[src/rtl/seq_det_pkg.sv]
// Shared defaults, cycle-action encoding and width helper for the serial sequence detector.
package seq_det_pkg;

  localparam int DEF_PAT_W = 6;
  localparam logic [DEF_PAT_W-1:0] DEF_PAT_RST = 6'b101011;
  localparam int DEF_CNT_W = 8;

  // What the detector does in a given cycle, already resolved by priority.
  typedef enum logic [1:0] {
    ACT_IDLE  = 2'd0,
    ACT_SHIFT = 2'd1,
    ACT_LOAD  = 2'd2,
    ACT_CLEAR = 2'd3
  } act_e;

  // Bits needed to hold values 0..value-1.
  function automatic int clog2(input int value);
    int r;
    r = 0;
    while ((1 << r) < value) begin
      r = r + 1;
    end
    return r;
  endfunction

endpackage

[src/rtl/seq_detect_param_shift_window.sv]
// Serial shift window with a saturating count of how many valid bits it currently holds.
// window_n/fill_n expose the values the registers take on the coming edge so the
// comparator can decide a match in the same cycle the completing bit arrives.
module shift_window
  import seq_det_pkg::*;
#(
  parameter int PAT_W = DEF_PAT_W,
  localparam int FILL_W = clog2(PAT_W + 1)
) (
  input  logic              clk,
  input  logic              reset,
  input  logic              ser_in,
  input  logic              shift_en,
  input  logic              flush,
  input  logic              disarm,
  output logic [PAT_W-1:0]  window_n,
  output logic [FILL_W-1:0] fill_n,
  output logic [FILL_W-1:0] fill
);

  localparam logic [FILL_W-1:0] FILL_FULL = FILL_W'(PAT_W);

  logic [PAT_W-1:0]  window_reg;
  logic [FILL_W-1:0] fill_reg;

  // Next window/fill assuming a shift; fill stops counting once the window is full.
  always_comb begin
    window_n = window_reg;
    fill_n   = fill_reg;
    if (shift_en) begin
      window_n = {window_reg[PAT_W-2:0], ser_in};
      if (fill_reg != FILL_FULL) begin
        fill_n = fill_reg + 1'b1;
      end
    end
  end

  // Flush empties everything; disarm keeps the bits but forces a fresh fill.
  always_ff @(posedge clk or negedge reset) begin
    if (!reset) begin
      window_reg <= '0;
      fill_reg   <= '0;
    end else if (flush) begin
      window_reg <= '0;
      fill_reg   <= '0;
    end else begin
      window_reg <= window_n;
      fill_reg   <= disarm ? '0 : fill_n;
    end
  end

  assign fill = fill_reg;

endmodule

[src/rtl/seq_detect_param.sv]
// Parametrised serial sequence detector: masked pattern compare on a shift window,
// overlapping or non-overlapping detection, registered match pulse and saturating count.
module seq_detect_param
  import seq_det_pkg::*;
#(
  parameter int               PAT_W    = DEF_PAT_W,
  parameter logic [PAT_W-1:0] PAT_RST  = DEF_PAT_RST,
  parameter logic [PAT_W-1:0] MASK_RST = '1,
  parameter int               CNT_W    = DEF_CNT_W
) (
  input  logic             clk,
  input  logic             reset,
  input  logic             in,
  input  logic             in_valid,
  input  logic             overlap,
  input  logic             pat_load,
  input  logic [PAT_W-1:0] pat_in,
  input  logic [PAT_W-1:0] mask_in,
  input  logic             clear,
  output logic             seq_out,
  output logic [CNT_W-1:0] match_cnt,
  output logic             armed
);

  localparam int FILL_W = clog2(PAT_W + 1);
  localparam logic [FILL_W-1:0] FILL_FULL = FILL_W'(PAT_W);

  act_e              act;
  logic              shift_en;
  logic              flush;
  logic              disarm;
  logic              hit;
  logic [PAT_W-1:0]  miss;
  logic [PAT_W-1:0]  window_n;
  logic [FILL_W-1:0] fill_n;
  logic [FILL_W-1:0] fill;

  logic [PAT_W-1:0]  pattern_reg;
  logic [PAT_W-1:0]  mask_reg;
  logic              seq_out_reg;
  logic [CNT_W-1:0]  cnt_reg;

  // Resolve the cycle's action: clear beats load, load beats a shift.
  always_comb begin
    act = ACT_IDLE;
    if (clear) begin
      act = ACT_CLEAR;
    end else if (pat_load) begin
      act = ACT_LOAD;
    end else if (in_valid) begin
      act = ACT_SHIFT;
    end
  end

  assign shift_en = (act == ACT_SHIFT);
  assign flush    = (act == ACT_CLEAR);

  // A bit position mismatches only if it is cared about and differs from the pattern.
  generate
    for (genvar gi = 0; gi < PAT_W; gi++) begin : g_cmp
      assign miss[gi] = mask_reg[gi] & (window_n[gi] ^ pattern_reg[gi]);
    end
  endgenerate

  // Only a full window of genuinely sampled bits may match, so reset zeros never do.
  assign hit = shift_en && (fill_n == FILL_FULL) && (miss == '0);

  // Non-overlapping mode restarts the fill after a hit; a load always restarts it.
  assign disarm = (act == ACT_LOAD) || (hit && !overlap);

  shift_window #(
    .PAT_W(PAT_W)
  ) u_window (
    .clk      (clk),
    .reset    (reset),
    .ser_in   (in),
    .shift_en (shift_en),
    .flush    (flush),
    .disarm   (disarm),
    .window_n (window_n),
    .fill_n   (fill_n),
    .fill     (fill)
  );

  // Pattern and mask registers; a load also happens when it coincides with a clear.
  always_ff @(posedge clk or negedge reset) begin
    if (!reset) begin
      pattern_reg <= PAT_RST;
      mask_reg    <= MASK_RST;
    end else if (pat_load) begin
      pattern_reg <= pat_in;
      mask_reg    <= mask_in;
    end
  end

  // One-cycle match pulse, raised on the edge that samples the completing bit.
  always_ff @(posedge clk or negedge reset) begin
    if (!reset) begin
      seq_out_reg <= 1'b0;
    end else begin
      seq_out_reg <= hit;
    end
  end

  // Saturating match counter; clear wins over a coincident hit (which cannot occur anyway).
  always_ff @(posedge clk or negedge reset) begin
    if (!reset) begin
      cnt_reg <= '0;
    end else if (flush) begin
      cnt_reg <= '0;
    end else if (hit && (cnt_reg != '1)) begin
      cnt_reg <= cnt_reg + 1'b1;
    end
  end

  assign seq_out   = seq_out_reg;
  assign match_cnt = cnt_reg;
  assign armed     = (fill == FILL_FULL);

endmodule

[config.mk]
export PLATFORM = sky130hd
export DESIGN_NAME = seq_detect_param
export DESIGN_NICKNAME = d
export VERILOG_FILES = /design/src/rtl/seq_det_pkg.sv /design/src/rtl/seq_detect_param_shift_window.sv /design/src/rtl/seq_detect_param.sv
export SDC_FILE = /design/constraint.sdc
export NUM_CORES = 1
export LEC_CHECK = 0
export BUFFER_PORTS_ARGS = -buffer_cell sky130_fd_sc_hd__buf_2
export CORE_ASPECT_RATIO = 1.4
export CORE_UTILIZATION = 40
export DETAILED_ROUTE_END_ITERATION = 12
export PLACE_DENSITY = 0.64
export SYNTH_ARGS = -nofsm -noshare
export SYNTH_HDL_FRONTEND = slang
export SYNTH_SLANG_ARGS = --single-unit
[constraint.sdc]
create_clock -name clk -period 2.4 [get_ports clk]
set_clock_uncertainty 0.15 [all_clocks]
set_input_delay 0.24 -clock clk [delete_from_list [all_inputs] [get_ports clk]]
set_output_delay 0.24 -clock clk [all_outputs]
set_load 0.02 [all_outputs]
==> results.py <==
metrics = {
    "status": {
        "status": "completed",
    },
    "floorplanning": {
        "die_w_um": 55.04,
        "die_area_um2": 4196,
        "core_um2": 3709,
        "pin_count": 29,
        "initial_core_util": 0.4248,
        "std_cell_rows": 26,
        "die_h_um": 76.25,
    },
    "power": {
        "ir_worst_vdd_v": 0.0003867,
        "p_sw_uw": 270.8,
        "leakagePower_nw": 0.8879,
        "seq_power_share": 0.511,
        "sw_frac_of_total": 0.2471,
        "p_per_area_nw_per_um2": 561.8,
        "combPwrFrac": 0.099,
        "p_clk_frac": 0.390,
        "intPower_uw": 825.1,
    },
    "global_routing": {
        "grt_max_degree": 31,
        "grt_pass1_wl_um": 5961,
        "grt_usage": 0.2017,
        "grt_pass1_vias": 1336,
        "overflow": 0,
        "grt_antenna_before_repair": 0,
    },
    "route": {
        "drcViolationCount": 0,
        "antenna_left": 0,
        "wl_per_cell_um": 16.05,
        "dr.pass1.iters": 4,
        "drt_iter0_drc": 35,
        "routed_wl_um": 3708,
        "vias_per_cell": 5.463,
        "vias": 1262,
    },
    "final_layout": {
        "nets": 210,
        "utilization": 0.5260,
        "regArea_um2": 764.5,
        "fillCellCount": 359,
        "multi_input_area_um2": 789.5,
        "diodes": 0,
        "drive_gt1_frac": 0.4021,
        "syn_to_final_growth_pct": 23.83,
        "stdcell_area_um2": 1951,
        "largest_register_ffs": 8,
        "final_cells": 231,
    },
    "timing": {
        "setup_viol": 0,
        "fmax_mhz": 429.1,
        "holdWs_ns": 0.01709,
        "fin_tns_setup_ns": 0,
        "relSlewSlack": 0.5685,
        "min_period_ns": 2.330,
        "hold_viol_final": 0,
        "worst_pin_slew_ns": 0.6473,
        "slew_violations": 0,
        "rsz0062_at_grt": "false",
        "fin_crit_sh": 0.9710,
    },
    "place": {
        "port_buffers": 28,
        "dp.cells": 219,
        "placed_area_um2": 1792,
        "hpwl_um": 2700,
        "gp_congestion": 0.8638,
    },
    "yosys": {
        "yosys.area_share.simple": 0.1859,
        "synth_fa_ha_area_frac": 0.02383,
        "synth_top_family_by_area": "simple AND/OR/NAND/NOR gates",
        "yosys.area_share.xor_xnor": 0.03892,
        "yosys.cell_types.count": 42,
        "synth_edf_count": 0,
        "synth_ff_type": "dfrtp_1",
        "synthArstFlopShare": 1.000,
        "synth_seq_cells": 30,
        "synth_compound_area_frac": 0.1176,
        "ys_warn_count": 0,
        "synth-seq-area-share": 0.4845,
        "syn_area_um2": 1575,
        "syn_inst": 149,
        "syn_nets": 171,
        "synth.avg_cell_area_um2": 10.57,
        "muxShareOfSynthArea": 0.1112,
    },
    "setup_path": {
        "cp.required_ns": 2.42,
        "critPathLaunchType": "flop",
        "critPathCaptureType": "flop",
        "max_stage_delay_ns": 0.44,
        "cp_slowest_cell": "dfrtp_2",
        "path_max_fanout": 5,
        "critPathArrivalTime_ns": 2.35,
        "rr_startpoint": "u_window.fill[1]",
        "cp_cell_sequence": "ha_4, and2_4, o21ai_2, nand4_1, nor4_4, and4_1, mux2_4",
        "critPathKind": "flop to flop",
        "crit_start": "u_window.fill[1]",
    },
    "clock_tree": {
        "cts.path.max_buffers": 2,
        "htree_levels": 2,
        "cts.sinks": 30,
        "cts_tree": "yes",
        "cts-buffers-inserted": 5,
        "cts_root_buf": "clkbuf_8",
        "clk_latency_ns": 0.29,
        "clk_pin_slew_ns": 0.06,
    },
    "worst_hold_path": {
        "min_path_type": "input port to flop",
        "hold_start": "pat_in[4]",
    },
    "job": {
        "maxCapViolCount": 0,
    },
}
-- final timing paths --
kind	endpoint	slack (ns)	cells after the start
worst max-delay path	match_cnt[6]	0.07	7
worst min-delay path	pattern_reg[4]	0.02	3
worst max register to register	match_cnt[6]	0.07	7
worst min register to register	u_window.window_reg[5]	0.40	2
max in group asynchronous	u_window.fill[1]	1.27	2
min in group asynchronous	u_window.window_reg[5]	0.36	2
-- layout by cell type (no fill, tap or decap), types with 4 or more instances in the layout --
| cell type | instances |
|---|---|
| buf_4 | 10 |
| mux2i_1 | 4 |
| mux2_2 | 11 |
| clkbuf_8 | 6 |
| nand2b_1 | 5 |
| nor2_1 | 6 |
| dfrtp_1 | 19 |
| nand2_1 | 15 |
| inv_1 | 5 |
| a21oi_1 | 9 |
| buf_2 | 29 |
| xor2_1 | 6 |
| nand3_1 | 4 |
| dfstp_2 | 10 |
| nor2b_1 | 5 |
-- metal layers --
layer  global-route usage  up-vias  wire length [um]
met5                    0        -                 0
met4               0.1075        0               123
met3              0.05788       10               112
met2               0.3386       23              2053
met1               0.2140      624              1419
li1                     -      605                 -
-- metrics by stage --
stage               worst slack (ns)  power [mW]
CTS                         -0.03215       1.107
detailed placement          -0.08237      0.6719
finish                       0.06967       1.096
global route                 0.01737       1.139
floorplan                   0.001436      0.6238
global placement             0.03672      0.6676
-- final cells by class --
type,count,area share
Multi-Input combinational cell,106,0.4047
Sequential cell,30,0.3919
Timing Repair Buffer,40,0.1180
Clock buffer,6,0.04233
Tap cell,42,0.02694
Inverter,5,0.009622
Clock inverter,2,0.006414
-- cell usage after synthesis, types with 4 or more instances --
library cell   n  area (um2)
nor2b_1        5       31.28
a21oi_1       10       50.05
nand2b_1       5       31.28
inv_1          5       18.77
dfstp_2       10       262.8
mux2_2        11       123.9
xor2_1         6       52.55
dfrtp_1       20       500.5
nand2_1       15       56.30
mux2i_1        4       40.04
nand3_1        4       20.02
nor2_1         6       22.52
clkbuf_1       6       22.52
-- kinds of logic (layout without fill, tap and decap cells) --
group,after synthesis,in the layout
AO/OA/AOI/OAI,27,27
XOR/XNOR,7,7
buffers and inverters,13,53
adder cells (fa/ha/maj),3,3
AND/OR/NAND/NOR,53,53
flip-flops,30,30
multiplexers,16,16
-- critical path, delay by kind of cell, from the launching register on --
| kind | cells | cell delay [ns] |
|---|---|---|
| adders and majority gates | 1 | 0.19 |
| DFF | 1 | 0.44 |
| AOI/OAI and AO/OA | 1 | 0.15 |
| and+or+nand+nor | 4 | 0.98 |
| muxes | 1 | 0.30 |
-- timing repair --
action / in CTS / in global routing
pin swaps: 3 / 3
endpoints found under the setup margin: 5 / 4
cloned: 1 / 0
setup buffers: 2 / 0
gates resized for setup: 5 / 5
endpoints found under the hold margin: 20 / 0
hold buffers: 1 / 0
-- power groups by stage --
| stage | clock, mW | combinational, mW | sequential (mW) |
|---|---|---|---|
| floorplan | 0 | 0.0623 | 0.562 |
| global placement | 0 | 0.0986 | 0.569 |
| detailed placement | 0 | 0.102 | 0.570 |
| CTS | 0.437 | 0.109 | 0.560 |
| global route | 0.457 | 0.120 | 0.563 |
| finish | 0.427 | 0.108 | 0.560 |
No activity file was read; power rests on OpenSTA's default activity.
